File: config.mk
export PLATFORM = sky130hd
export DESIGN_NAME = counter_updown
export DESIGN_NICKNAME = d
export VERILOG_FILES = /design/src/rtl/counter_updown_pkg.sv /design/src/rtl/counter_updown.sv
export SDC_FILE = /design/constraint.sdc
export NUM_CORES = 1
export LEC_CHECK = 0
export ABC_AREA = 1
export BUFFER_PORTS_ARGS = -buffer_cell sky130_fd_sc_hd__buf_2
export CAP_MARGIN = 40
export CORE_MARGIN = 8
export CORE_UTILIZATION = 30
export DETAILED_ROUTE_END_ITERATION = 8
export SLEW_MARGIN = 20
export SYNTH_ARGS = -nofsm -noshare
export SYNTH_HDL_FRONTEND = slang
export SYNTH_SLANG_ARGS = --single-unit
File: constraint.sdc
create_clock -name clk -period 2.17 [get_ports clk]
set_input_delay 0.434 -clock clk [delete_from_list [all_inputs] [get_ports clk]]
set_output_delay 0.434 -clock clk [all_outputs]
set_load 0.1 [all_outputs]
File: src/rtl/counter_updown_pkg.sv
// Shared definitions for bounded counters and the timing generators built on them.
package counter_updown_pkg;

   localparam int CNT_MODE_WRAP = 0;
   localparam int CNT_MODE_SAT  = 1;

   // Bits needed to hold 0..max_value; never narrower than one bit.
   function automatic int cnt_width(input int max_value);
      return (max_value < 1) ? 1 : $clog2(max_value + 1);
   endfunction

endpackage

File: src/rtl/counter_updown.sv
// Bounded up/down counter with programmable step, wrap or saturate at the bounds,
// sync clear/load and registered wrap/sat pulses for cascading.
module counter_updown
   import counter_updown_pkg::*;
#(
   parameter int MIN_VALUE   = 0,
   parameter int MAX_VALUE   = 16,
   parameter int STEP        = 1,
   parameter int SATURATE    = CNT_MODE_WRAP,
   parameter int RESET_VALUE = MIN_VALUE,
   parameter int WIDTH       = cnt_width(MAX_VALUE)
) (
   input  logic             clk,
   input  logic             reset_n,
   input  logic             clear,
   input  logic             load,
   input  logic [WIDTH-1:0] load_val,
   input  logic             enable,
   input  logic             up,
   output logic [WIDTH-1:0] count,
   output logic             at_max,
   output logic             at_min,
   output logic             wrap,
   output logic             sat
);

   generate
      if (MAX_VALUE < MIN_VALUE) begin : g_err_bounds
         $error("counter_updown: MAX_VALUE must be >= MIN_VALUE");
      end
      if (MIN_VALUE < 0 || (64'(MAX_VALUE) >> WIDTH) != 64'd0) begin : g_err_width
         $error("counter_updown: bounds do not fit in WIDTH bits");
      end
      if (RESET_VALUE < MIN_VALUE || RESET_VALUE > MAX_VALUE) begin : g_err_reset
         $error("counter_updown: RESET_VALUE out of range");
      end
      if (STEP < 1 || STEP > (MAX_VALUE - MIN_VALUE + 1)) begin : g_err_step
         $error("counter_updown: STEP must be in 1..(MAX_VALUE-MIN_VALUE+1)");
      end
   endgenerate

   // Two guard bits keep count+STEP and MIN+STEP free of overflow.
   localparam int AW = WIDTH + 2;

   localparam logic [AW-1:0]    MIN_E      = AW'(MIN_VALUE);
   localparam logic [AW-1:0]    MAX_E      = AW'(MAX_VALUE);
   localparam logic [AW-1:0]    STEP_E     = AW'(STEP);
   localparam logic [AW-1:0]    MIN_STEP_E = AW'(MIN_VALUE + STEP);
   localparam logic [WIDTH-1:0] MIN_W      = WIDTH'(MIN_VALUE);
   localparam logic [WIDTH-1:0] MAX_W      = WIDTH'(MAX_VALUE);
   localparam logic [WIDTH-1:0] STEP_W     = WIDTH'(STEP);
   localparam logic [WIDTH-1:0] RST_W      = WIDTH'(RESET_VALUE);
   localparam bit               SAT_MODE   = (SATURATE == CNT_MODE_SAT);

   logic [WIDTH-1:0] count_q, count_d;
   logic             wrap_q, wrap_d;
   logic             sat_q, sat_d;
   logic [AW-1:0]    cnt_e, lv_e, up_sum;

   assign cnt_e  = {2'b00, count_q};
   assign lv_e   = {2'b00, load_val};
   assign up_sum = cnt_e + STEP_E;

   always_comb begin
      count_d = count_q;
      wrap_d  = 1'b0;
      sat_d   = 1'b0;
      if (clear) begin
         count_d = RST_W;
      end else if (load) begin
         if (lv_e < MIN_E)      count_d = MIN_W;
         else if (lv_e > MAX_E) count_d = MAX_W;
         else                   count_d = load_val;
      end else if (enable) begin
         if (up) begin
            if (up_sum > MAX_E) begin
               // Out-of-range step: saturate holds the bound, wrap restarts exactly at MIN.
               count_d = SAT_MODE ? MAX_W : MIN_W;
               sat_d   = SAT_MODE;
               wrap_d  = !SAT_MODE;
            end else begin
               count_d = up_sum[WIDTH-1:0];
            end
         end else begin
            if (cnt_e < MIN_STEP_E) begin
               count_d = SAT_MODE ? MIN_W : MAX_W;
               sat_d   = SAT_MODE;
               wrap_d  = !SAT_MODE;
            end else begin
               count_d = count_q - STEP_W;
            end
         end
      end
   end

   always_ff @(posedge clk or negedge reset_n) begin
      if (!reset_n) begin
         count_q <= RST_W;
         wrap_q  <= 1'b0;
         sat_q   <= 1'b0;
      end else begin
         count_q <= count_d;
         wrap_q  <= wrap_d;
         sat_q   <= sat_d;
      end
   end

   assign count  = count_q;
   assign wrap   = wrap_q;
   assign sat    = sat_q;
   assign at_max = (count_q == MAX_W);
   assign at_min = (count_q == MIN_W);

endmodule
==> results of run 1 <==
[cell type report]
| cell class | count | area share |
|---|---|---|
| Timing Repair Buffer | 19 | 0.167 |
| Sequential cell | 6 | 0.198 |
| Clock buffer | 4 | 0.0338 |
| Inverter | 10 | 0.0483 |
| Tap cell | 27 | 0.0435 |
| Multi-Input combinational cell | 77 | 0.509 |
[registers in the layout, indices dropped and copies added, names as in the netlist]
signal / count
count: 5
wrap: 1
[metal layers]
| layer | GRT usage | part of all wire | vias to the layer above |
|---|---|---|---|
| met2 | 0.168 | 0.54 | 11 |
| met4 | 0.0408 | 0 | 0 |
| met5 | 0 | 0 | - |
| met3 | 0.0172 | 0.030 | 0 |
| li1 | - | - | 341 |
| met1 | 0.0897 | 0.43 | 286 |
[how the worst max path moves through the flow]
stage                     endpoint                 start  depth (start not counted)  slack (ns)
after CTS                   at_max  count[0]$_DFFE_PN0P_                          5        0.25
after global routing        at_max  count[0]$_DFFE_PN0P_                          5        0.15
after global placement      at_max  count[0]$_DFFE_PN0P_                          5        0.54
final                       at_max  count[0]$_DFFE_PN0P_                          5        0.27
after floorplan             at_max  count[3]$_DFFE_PN0P_                          3        0.02
after detailed placement    at_max  count[0]$_DFFE_PN0P_                          5        0.53
[worst max-delay path, cell delays in order (launching register included)]
cell and delay, ns:
dfrtp_2 0.45, inv_1 0.07, ha_1 0.20, nand2_1 0.16, nor2_4 0.16, buf_12 0.18
[kinds of logic after synthesis]
group | Yosys count
buffers and inverters | 12
xor gates and xnor gates | 2
adders and majority gates | 2
and+or+nand+nor | 64
DFF | 6
AOI/OAI and AO/OA | 8
other | 1
[per-stage QoR]
stage | total power, W | instances
after global routing | 0.000567 | 143
after global placement | 0.000416 | 138
after floorplan | 0.000352 | 95
after CTS | 0.000535 | 143
after detailed placement | 0.000418 | 138
final | 0.000531 | 143
[cell usage after synthesis]
cell	count	area share
a21oi_1	2	0.017
buf_4	1	0.013
buf_6	1	0.019
conb_1	1	0.0064
dfrtp_1	6	0.26
ha_1	2	0.043
inv_1	6	0.038
inv_2	4	0.026
nand2_1	36	0.23
nand2_2	1	0.011
nand3_1	7	0.060
nand3_2	1	0.017
nand4_1	2	0.021
nand4_2	1	0.021
nor2_1	12	0.077
nor2_2	1	0.011
nor3_2	2	0.034
o211ai_1	1	0.013
o21ai_0	2	0.017
o21ai_1	3	0.026
or2_4	1	0.015
xnor2_1	2	0.030
[report_power, final]
part	internal (W)	leakage (nW)	switching [W]	total [W]
logic	0.0000749	0.324	0.000197	0.000272
clock network	0.0000700	0.0150	0.0000454	0.000115
registers	0.000122	0.0752	0.0000216	0.000144
total	0.000267	0.414	0.000264	0.000531
==> impl_metrics.csv, run 1 <==
group,metric,value,unit
outcome,status,"completed",
route,drt-total-wl,1480,um
floorplan,core_area,1900,sq um
sta,setup-violations-final,0,
clock_tree,clk_path_buf_depth,2,
setup_path,arrival,1.47,ns
run,cap_violations,0,
clock_tree,clkLatencyLatePin,0.25,ns
worst_hold_path,whs_path_depth,3,
worst_hold_path,hold_path_end,"wrap$_DFF_PN0_",
route,antenna_left,0,
floorplan,io_pins,20,
setup_path,worst-r2r-cell-count,12,
synthesis,synth.distinct_cells,22,
global_route,grt_pass1_wl,2500,um
sta,worst_hold_slack,0.428,ns
synthesis,syn_area_per_cell,6.18,sq um
route,wl_per_cell,10.3,um
placed_design,place_area,741,sq um
setup_path,start_kind,"flop",
sta,clock_skew,0.00178,ns
floorplan,die_w,60.2,um
synthesis,synth_xor_area_frac,0.0299,
cells_and_area,final_common_cell,"nand2_1",
placed_design,gp_congestion,0.767,
setup_path,path_class,"reg -> out",
sta,slew_viol_final,0,
pwr,ir_drop,0.000389,V
cells_and_area,antennaDiodeCount,0,
cells_and_area,layout_common_cells,"nand2_1, buf_2, nor2_1, nand3_1, inv_1",
clock_tree,post_cts_buffers,0,
route,post-route-drc-count,0,
global_route,grt_usage,0.0888,
setup_path,rr_endpoint,"count[0]$_DFFE_PN0P_",
worst_hold_path,hp-class,"in -> reg",
sta,max_freq,525,MHz
worst_hold_path,hold_start,"enable",
placed_design,port_buffers,18,
synthesis,synth_top_family_by_area,"simple AND/OR/NAND/NOR gates",
setup_path,critPathCaptureType,"output pin",
clock_tree,clock-sinks,6,
cells_and_area,nets,130,
sta,fin_crit_sh,0.878,
synthesis,netlist_area,587,sq um
synthesis,yosysSeqAreaShare,0.256,
placed_design,hpwl,1240,um
global_route,antenna_found_initial,0,
cells_and_area,seq_area,154,sq um
cells_and_area,area_growth,32.4,%
synthesis,synthAdderAreaFrac,0.0426,
setup_path,r2r_start,"count[0]$_DFFE_PN0P_",
clock_tree,tritoncts,"yes",
global_route,grt_max_degree,12,
pwr,power_density,684,nW/um^2
route,vias,638,
floorplan,die-area,3630,sq um
clock_tree,cts_root_buf,"clkbuf_4",
cells_and_area,design_area,777,sq um
route,vias_per_cell,4.46,
synthesis,synth_mux_area_frac,0,
pwr,p_leak,0.414,nW
sta,hold_viol,0,
synthesis,ys_seq_elements,6,
route,drtPass1Iterations,3,
setup_path,cp_data_required_time,1.74,ns
cells_and_area,fin_util,0.409,
floorplan,rows,16,
placed_design,place_ws,0.525,ns
sta,rsz0062_at_grt,"false",
route,drt_iter0_drc,10,
sta,worst_slack,0.265,ns
floorplan,die_h,60.2,um
global_route,grt_overflow,0,
cells_and_area,final_layout_size_suffix_gt1_frac,0.319,
synthesis,yosysWarnings,0,
synthesis,synth-simple-area-share,0.497,
setup_path,r2r_setup_slack,0.65,ns
clock_tree,clk_pin_slew,0.05,ns
global_route,first_global_vias,645,
synthesis,syn_nets,108,
clock_tree,cts_buffers,3,
setup_path,worstPathMaxFanout,8,
synthesis,syn_inst,95,
clock_tree,h-tree-depth,1,
sta,fin_tns_setup,0,ns
clock_tree,hold_buffers,1,
floorplan,initial_utilization,0.309,
sta,period_needed,1.90,ns
synthesis,synth_compound_gate_area_share,0.0725,
clock_tree,cts_resized,0,
cells_and_area,multi_input_area,395,sq um
cells_and_area,n_fill_cell,207,
No activity file was read; power rests on OpenSTA's default activity.
==> run 2: changes to the inputs <==
ABC_AREA = unset   (was 1)
==> impl_metrics.csv, run 2 <==
group,metric,value,unit
outcome,status,"completed",
floorplan,io_pins,20,
clock_tree,post_cts_buffers,0,
cells_and_area,fin_util,0.421,
route,antenna_left,0,
route,drt-total-wl,1600,um
route,drtPass1Iterations,4,
setup_path,path_class,"reg -> out",
floorplan,rows,15,
synthesis,syn_inst,73,
synthesis,syn_area_per_cell,7.80,sq um
synthesis,yosysSeqAreaShare,0.264,
floorplan,die-area,3550,sq um
global_route,grt_pass1_wl,2720,um
pwr,p_int,0.000257,W
floorplan,initial_utilization,0.323,
setup_path,cp_top_family,"flip-flops",
route,drt_iter0_drc,19,
synthesis,synth_ff_type,"dfrtp_1",
pwr,power_density,649,nW/um^2
clock_tree,cts_buffers,3,
setup_path,slowest_delay,0.47,ns
sta,period_needed,1.97,ns
route,vias_per_cell,5.41,
cells_and_area,antennaDiodeCount,0,
pwr,p_leak,0.328,nW
global_route,grt_overflow,0,
pwr,p_sw_frac,0.468,
placed_design,hpwl,1250,um
synthesis,synth_edf_count,0,
pwr,power_frac_comb,0.475,
setup_path,r2r_setup_slack,0.25,ns
setup_path,r2r_start,"count[3]$_DFFE_PN0P_",
synthesis,ys_seq_elements,6,
synthesis,synth_common_cells,"nor2_1, dfrtp_1, inv_1",
floorplan,die_w,59.6,um
global_route,grt_usage,0.0984,
worst_hold_path,hp-class,"in -> reg",
sta,fin_crit_sh,0.907,
setup_path,slowest_stage,"dfrtp_2",
clock_tree,cts_root_buf,"clkbuf_4",
pwr,p_sw,0.000226,W
worst_hold_path,hold_start,"load_val[1]",
sta,max_freq,508,MHz
setup_path,path_cells,"inv_1, ha_1, nand2_1, nor2_4, clkbuf_4",
route,wl_per_cell,13.8,um
sta,slew_viol_final,0,
route,post-route-drc-count,0,
setup_path,cp_data_required_time,1.74,ns
pwr,ir_drop,0.000315,V
global_route,antenna_found_initial,0,
placed_design,dp_cells,111,
cells_and_area,largest_register_ff_count,5,
global_route,first_global_vias,606,
cells_and_area,nets,105,
worst_hold_path,whs_path_depth,2,
worst_hold_path,hold_path_end,"count[1]$_DFFE_PN0P_",
clock_tree,h-tree-depth,1,
sta,setup-violations-final,0,
clock_tree,clk_pin_slew,0.04,ns
cells_and_area,area_growth,30.5,%
synthesis,syn_nets,86,
clock_tree,clkLatencyLatePin,0.25,ns
floorplan,die_h,59.6,um
clock_tree,tritoncts,"yes",
cells_and_area,layout_common_cells,"buf_2, inv_1, nor2_1, dfrtp_2",
setup_path,start_kind,"flop",
sta,rsz0062_at_grt,"false",
sta,fin_tns_setup,0,ns
sta,hold_viol,0,
route,vias,627,
setup_path,arrival,1.53,ns
cells_and_area,final_layout_size_suffix_gt1_frac,0.319,
cells_and_area,n_fill_cell,189,
placed_design,port_buffers,18,
cells_and_area,final_common_cell,"buf_2",
setup_path,worst-r2r-cell-count,5,
clock_tree,clk_path_buf_depth,2,
run,cap_violations,0,
setup_path,path_buf_inv,2,
synthesis,netlist_area,569,sq um
sta,worst_hold_slack,0.425,ns
clock_tree,clock-sinks,6,
cells_and_area,final_cells,116,
synthesis,yosysTopAreaCell,"dfrtp_1",
setup_path,rr_endpoint,"count[1]$_DFFE_PN0P_",
synthesis,ys_top_cells_by_area,"dfrtp_1, nor2_1, ha_1, inv_1, nor3b_1",
synthesis,yosysMostFrequentCell,"nor2_1",
synthesis,async_flop_share,1.00,
sta,clock_skew,0.0151,ns
pwr,share_seq_of_total_power,0.292,
pwr,clockPowerShare,0.233,
global_route,grt_max_degree,13,
setup_path,critPathCaptureType,"output pin",
placed_design,gp_congestion,0.812,
setup_path,worstPathMaxFanout,9,
synthesis,yosysWarnings,0,
synthesis,synth.distinct_cells,36,
floorplan,core_area,1760,sq um
synthesis,yosys.area.top_type_share,0.264,
==> run 2: cell count changes in the layout (fill, tap and decap cells not counted), sizes merged, moves of 3 or more <==
cell   delta
nor3b     +3
nand2    -33
nand3     -8
nor2      -6
inv       -4
==> run 2: power by group through the flow <==
| stage | registers (W) | clock network, W | logic (W) |
|---|---|---|---|
| floorplan | 0.000186 | 0 | 0.000129 |
| global placement | 0.000142 | 0 | 0.000227 |
| detailed placement | 0.000142 | 0 | 0.000228 |
| CTS | 0.000141 | 0.000117 | 0.000230 |
| global route | 0.000143 | 0.000126 | 0.000244 |
| finish | 0.000141 | 0.000112 | 0.000229 |
==> run 2: worst max-delay path by stage <==
stage / cells after the start / start / endpoint
finish: 5 / count[0]$_DFFE_PN0P_ / at_max
detailed placement: 6 / up / count[1]$_DFFE_PN0P_
global placement: 6 / up / count[1]$_DFFE_PN0P_
CTS: 5 / count[0]$_DFFE_PN0P_ / at_max
floorplan: 3 / count[4]$_DFFE_PN0P_ / at_max
global route: 5 / count[0]$_DFFE_PN0P_ / at_max
==> run 2: cell families after synthesis <==
group	synth area share
compound gates	0.248
xor+xnor	0.0154
fa+ha+maj	0.0439
buf+inv	0.0791
flops	0.264
mux	0.0374
other cells	0.00659
simple gates	0.306
==> run 2: area by class of cell <==
| class | instances | area (sq um) | area share |
|---|---|---|---|
| multi-input combinational | 56 | 389 | 0.524 |
| sequential | 6 | 156 | 0.210 |
| timing repair buffer | 19 | 118 | 0.158 |
| tap | 25 | 31.3 | 0.0421 |
| clock buffer | 4 | 26.3 | 0.0354 |
| inverter | 6 | 22.5 | 0.0303 |
==> run 2: stage by stage <==
stage / setup slack [ns] / area (sq um) / total power (W)
finish: 0.202 / 743 / 0.000483
global route: 0.0873 / 743 / 0.000514
CTS: 0.0876 / 741 / 0.000487
detailed placement: 0.265 / 704 / 0.000371
global placement: 0.287 / 704 / 0.000369
floorplan: 0.0439 / 591 / 0.000315
==> run 2: timing repair <==
action,CTS,global route
endpoints found under the setup margin,0,1
hold endpoints to repair,3,0
hold buffers,1,0
gates resized for setup,0,1
==> run 2: per-layer routing <==
| metal | up-vias | share of wire | GRT usage |
|---|---|---|---|
| li1 | 311 | - | - |
| met1 | 289 | 0.46 | 0.120 |
| met2 | 25 | 0.45 | 0.145 |
| met3 | 2 | 0.087 | 0.0499 |
| met4 | 0 | 0.0075 | 0.0306 |
| met5 | - | 0 | 0 |
==> run 3: changes to the inputs <==
CORE_AREA = 8 8 45 47   (was unset)
CORE_MARGIN = unset   (was 8)
CORE_UTILIZATION = unset   (was 30)
DIE_AREA = 0 0 53 55   (was unset)
PLACE_DENSITY = 0.7   (was unset)
==> impl_metrics.csv, run 3 (synthesis results as in run 2) <==
group,metric,value,unit
outcome,status,"completed",
setup_path,r2r_start,"count[3]$_DFFE_PN0P_",
setup_path,slowest_stage,"dfrtp_2",
cells_and_area,final_common_cell,"buf_2",
floorplan,io_pins,20,
clock_tree,clkLatencyLatePin,0.25,ns
sta,setup-violations-final,0,
setup_path,start_kind,"flop",
floorplan,die_w,53,um
route,wl_per_cell,15.1,um
cells_and_area,final_layout_size_suffix_gt1_frac,0.319,
cells_and_area,final_cells,107,
floorplan,die-area,2920,sq um
clock_tree,cts_root_buf,"clkbuf_4",
setup_path,path_class,"reg -> out",
clock_tree,cts_buffers,3,
pwr,ir_drop,0.000398,V
cells_and_area,antennaDiodeCount,0,
clock_tree,clk_path_buf_depth,2,
floorplan,rows,14,
route,drt_iter0_drc,18,
setup_path,cp_data_required_time,1.74,ns
sta,max_freq,506,MHz
global_route,grt_overflow,0,
floorplan,die_h,55,um
worst_hold_path,whs_path_depth,2,
floorplan,initial_utilization,0.411,
route,drtPass1Iterations,4,
global_route,antenna_found_initial,0,
route,antenna_left,0,
placed_design,port_buffers,18,
setup_path,critPathCaptureType,"output pin",
sta,rsz0062_at_grt,"false",
worst_hold_path,hp-class,"in -> reg",
route,post-route-drc-count,0,
floorplan,core_area,1380,sq um
setup_path,arrival,1.54,ns
global_route,grt_pass1_wl,2790,um
sta,slew_viol_final,0,
global_route,grt_usage,0.126,
global_route,first_global_vias,640,
sta,period_needed,1.98,ns
route,vias_per_cell,5.88,
cells_and_area,nets,105,
cells_and_area,largest_register_ff_count,5,
pwr,power_density,659,nW/um^2
cells_and_area,area_growth,28.6,%
pwr,p_leak,0.328,nW
setup_path,path_buf_inv,2,
setup_path,r2r_setup_slack,0.25,ns
clock_tree,clk_pin_slew,0.04,ns
sta,fin_tns_setup,0,ns
placed_design,hpwl,1280,um
setup_path,worst-r2r-cell-count,5,
sta,fin_crit_sh,0.910,
placed_design,gp_congestion,0.850,
setup_path,path_cells,"inv_1, ha_1, nand2_1, nor2_4, clkbuf_4",
clock_tree,clock-sinks,6,
setup_path,worstPathMaxFanout,8,
clock_tree,tritoncts,"yes",
route,drt-total-wl,1620,um
placed_design,dp_cells,102,
setup_path,rr_endpoint,"count[1]$_DFFE_PN0P_",
global_route,grt_max_degree,13,
worst_hold_path,hold_start,"load_val[1]",
setup_path,cp_top_family,"flip-flops",
setup_path,slowest_delay,0.45,ns
worst_hold_path,hold_path_end,"count[1]$_DFFE_PN0P_",
run,cap_violations,0,
clock_tree,post_cts_buffers,0,
clock_tree,h-tree-depth,1,
sta,clock_skew,0.0118,ns
sta,hold_viol,0,
cells_and_area,layout_common_cells,"buf_2, inv_1, nor2_1, dfrtp_2",
route,vias,629,
==> run 3: worst max path at each step <==
stage / start / end / slack [ns] / cells past startpoint
2_1_floorplan: count[4]$_DFFE_PN0P_ / at_max / 0.04 / 3
3_3_place_gp: up / count[1]$_DFFE_PN0P_ / 0.29 / 6
3_5_place_dp: up / count[1]$_DFFE_PN0P_ / 0.25 / 6
4_1_cts: count[1]$_DFFE_PN0P_ / at_max / 0.08 / 5
5_1_grt: count[1]$_DFFE_PN0P_ / at_max / 0.08 / 5
6_report: count[1]$_DFFE_PN0P_ / at_max / 0.19 / 5
==> run 3: per-stage QoR <==
step | cell area (sq um) | hold slack, ns | power, W | util | setup slack [ns]
after floorplan | 591 | 0.138 | 0.000315 | - | 0.0439
after global placement | 693 | 0.257 | 0.000368 | 0.501 | 0.286
after detailed placement | 693 | 0.260 | 0.000372 | 0.501 | 0.251
after CTS | 729 | 0.423 | 0.000488 | 0.527 | 0.0845
after global routing | 732 | 0.422 | 0.000516 | 0.529 | 0.0843
final | 732 | 0.429 | 0.000482 | 0.529 | 0.195
==> run 3: layout make-up <==
cell class | count | area [sq um]
fillers | 147 | 652
multi-input cells | 56 | 389
flip-flops and latches | 6 | 156
repair buffers | 19 | 118
clock buffers | 4 | 26.3
inverters | 6 | 22.5
well taps | 16 | 20.0
==> run 3: what timing repair did <==
item | in CTS | in global routing
resized for setup | 0 | 1
hold buffers | 1 | 0
endpoints found under the hold margin | 3 | 0
endpoints found under the setup margin | 0 | 1
==> run 3: where the power goes <==
part	internal, W	leakage (nW)	switching [W]
Combinational	0.0000663	0.240	0.000164
Clock	0.0000697	0.0150	0.0000417
Sequential	0.000121	0.0734	0.0000195
==> run 3: per-layer routing <==
layer,part of all wire,up-vias,track usage
met4,0,0,0.0388
met5,0,-,0
met1,0.44,298,0.163
li1,-,310,-
met3,0.050,0,0.0428
met2,0.51,21,0.193
==> run 3: worst reg2reg max path, cell delays in order (launching register included) <==
cell and delay, ns:
dfrtp_2 0.46, or4_1 0.54, a211o_1 0.30, o311ai_1 0.12, nor3_1 0.10, a221o_1 0.27
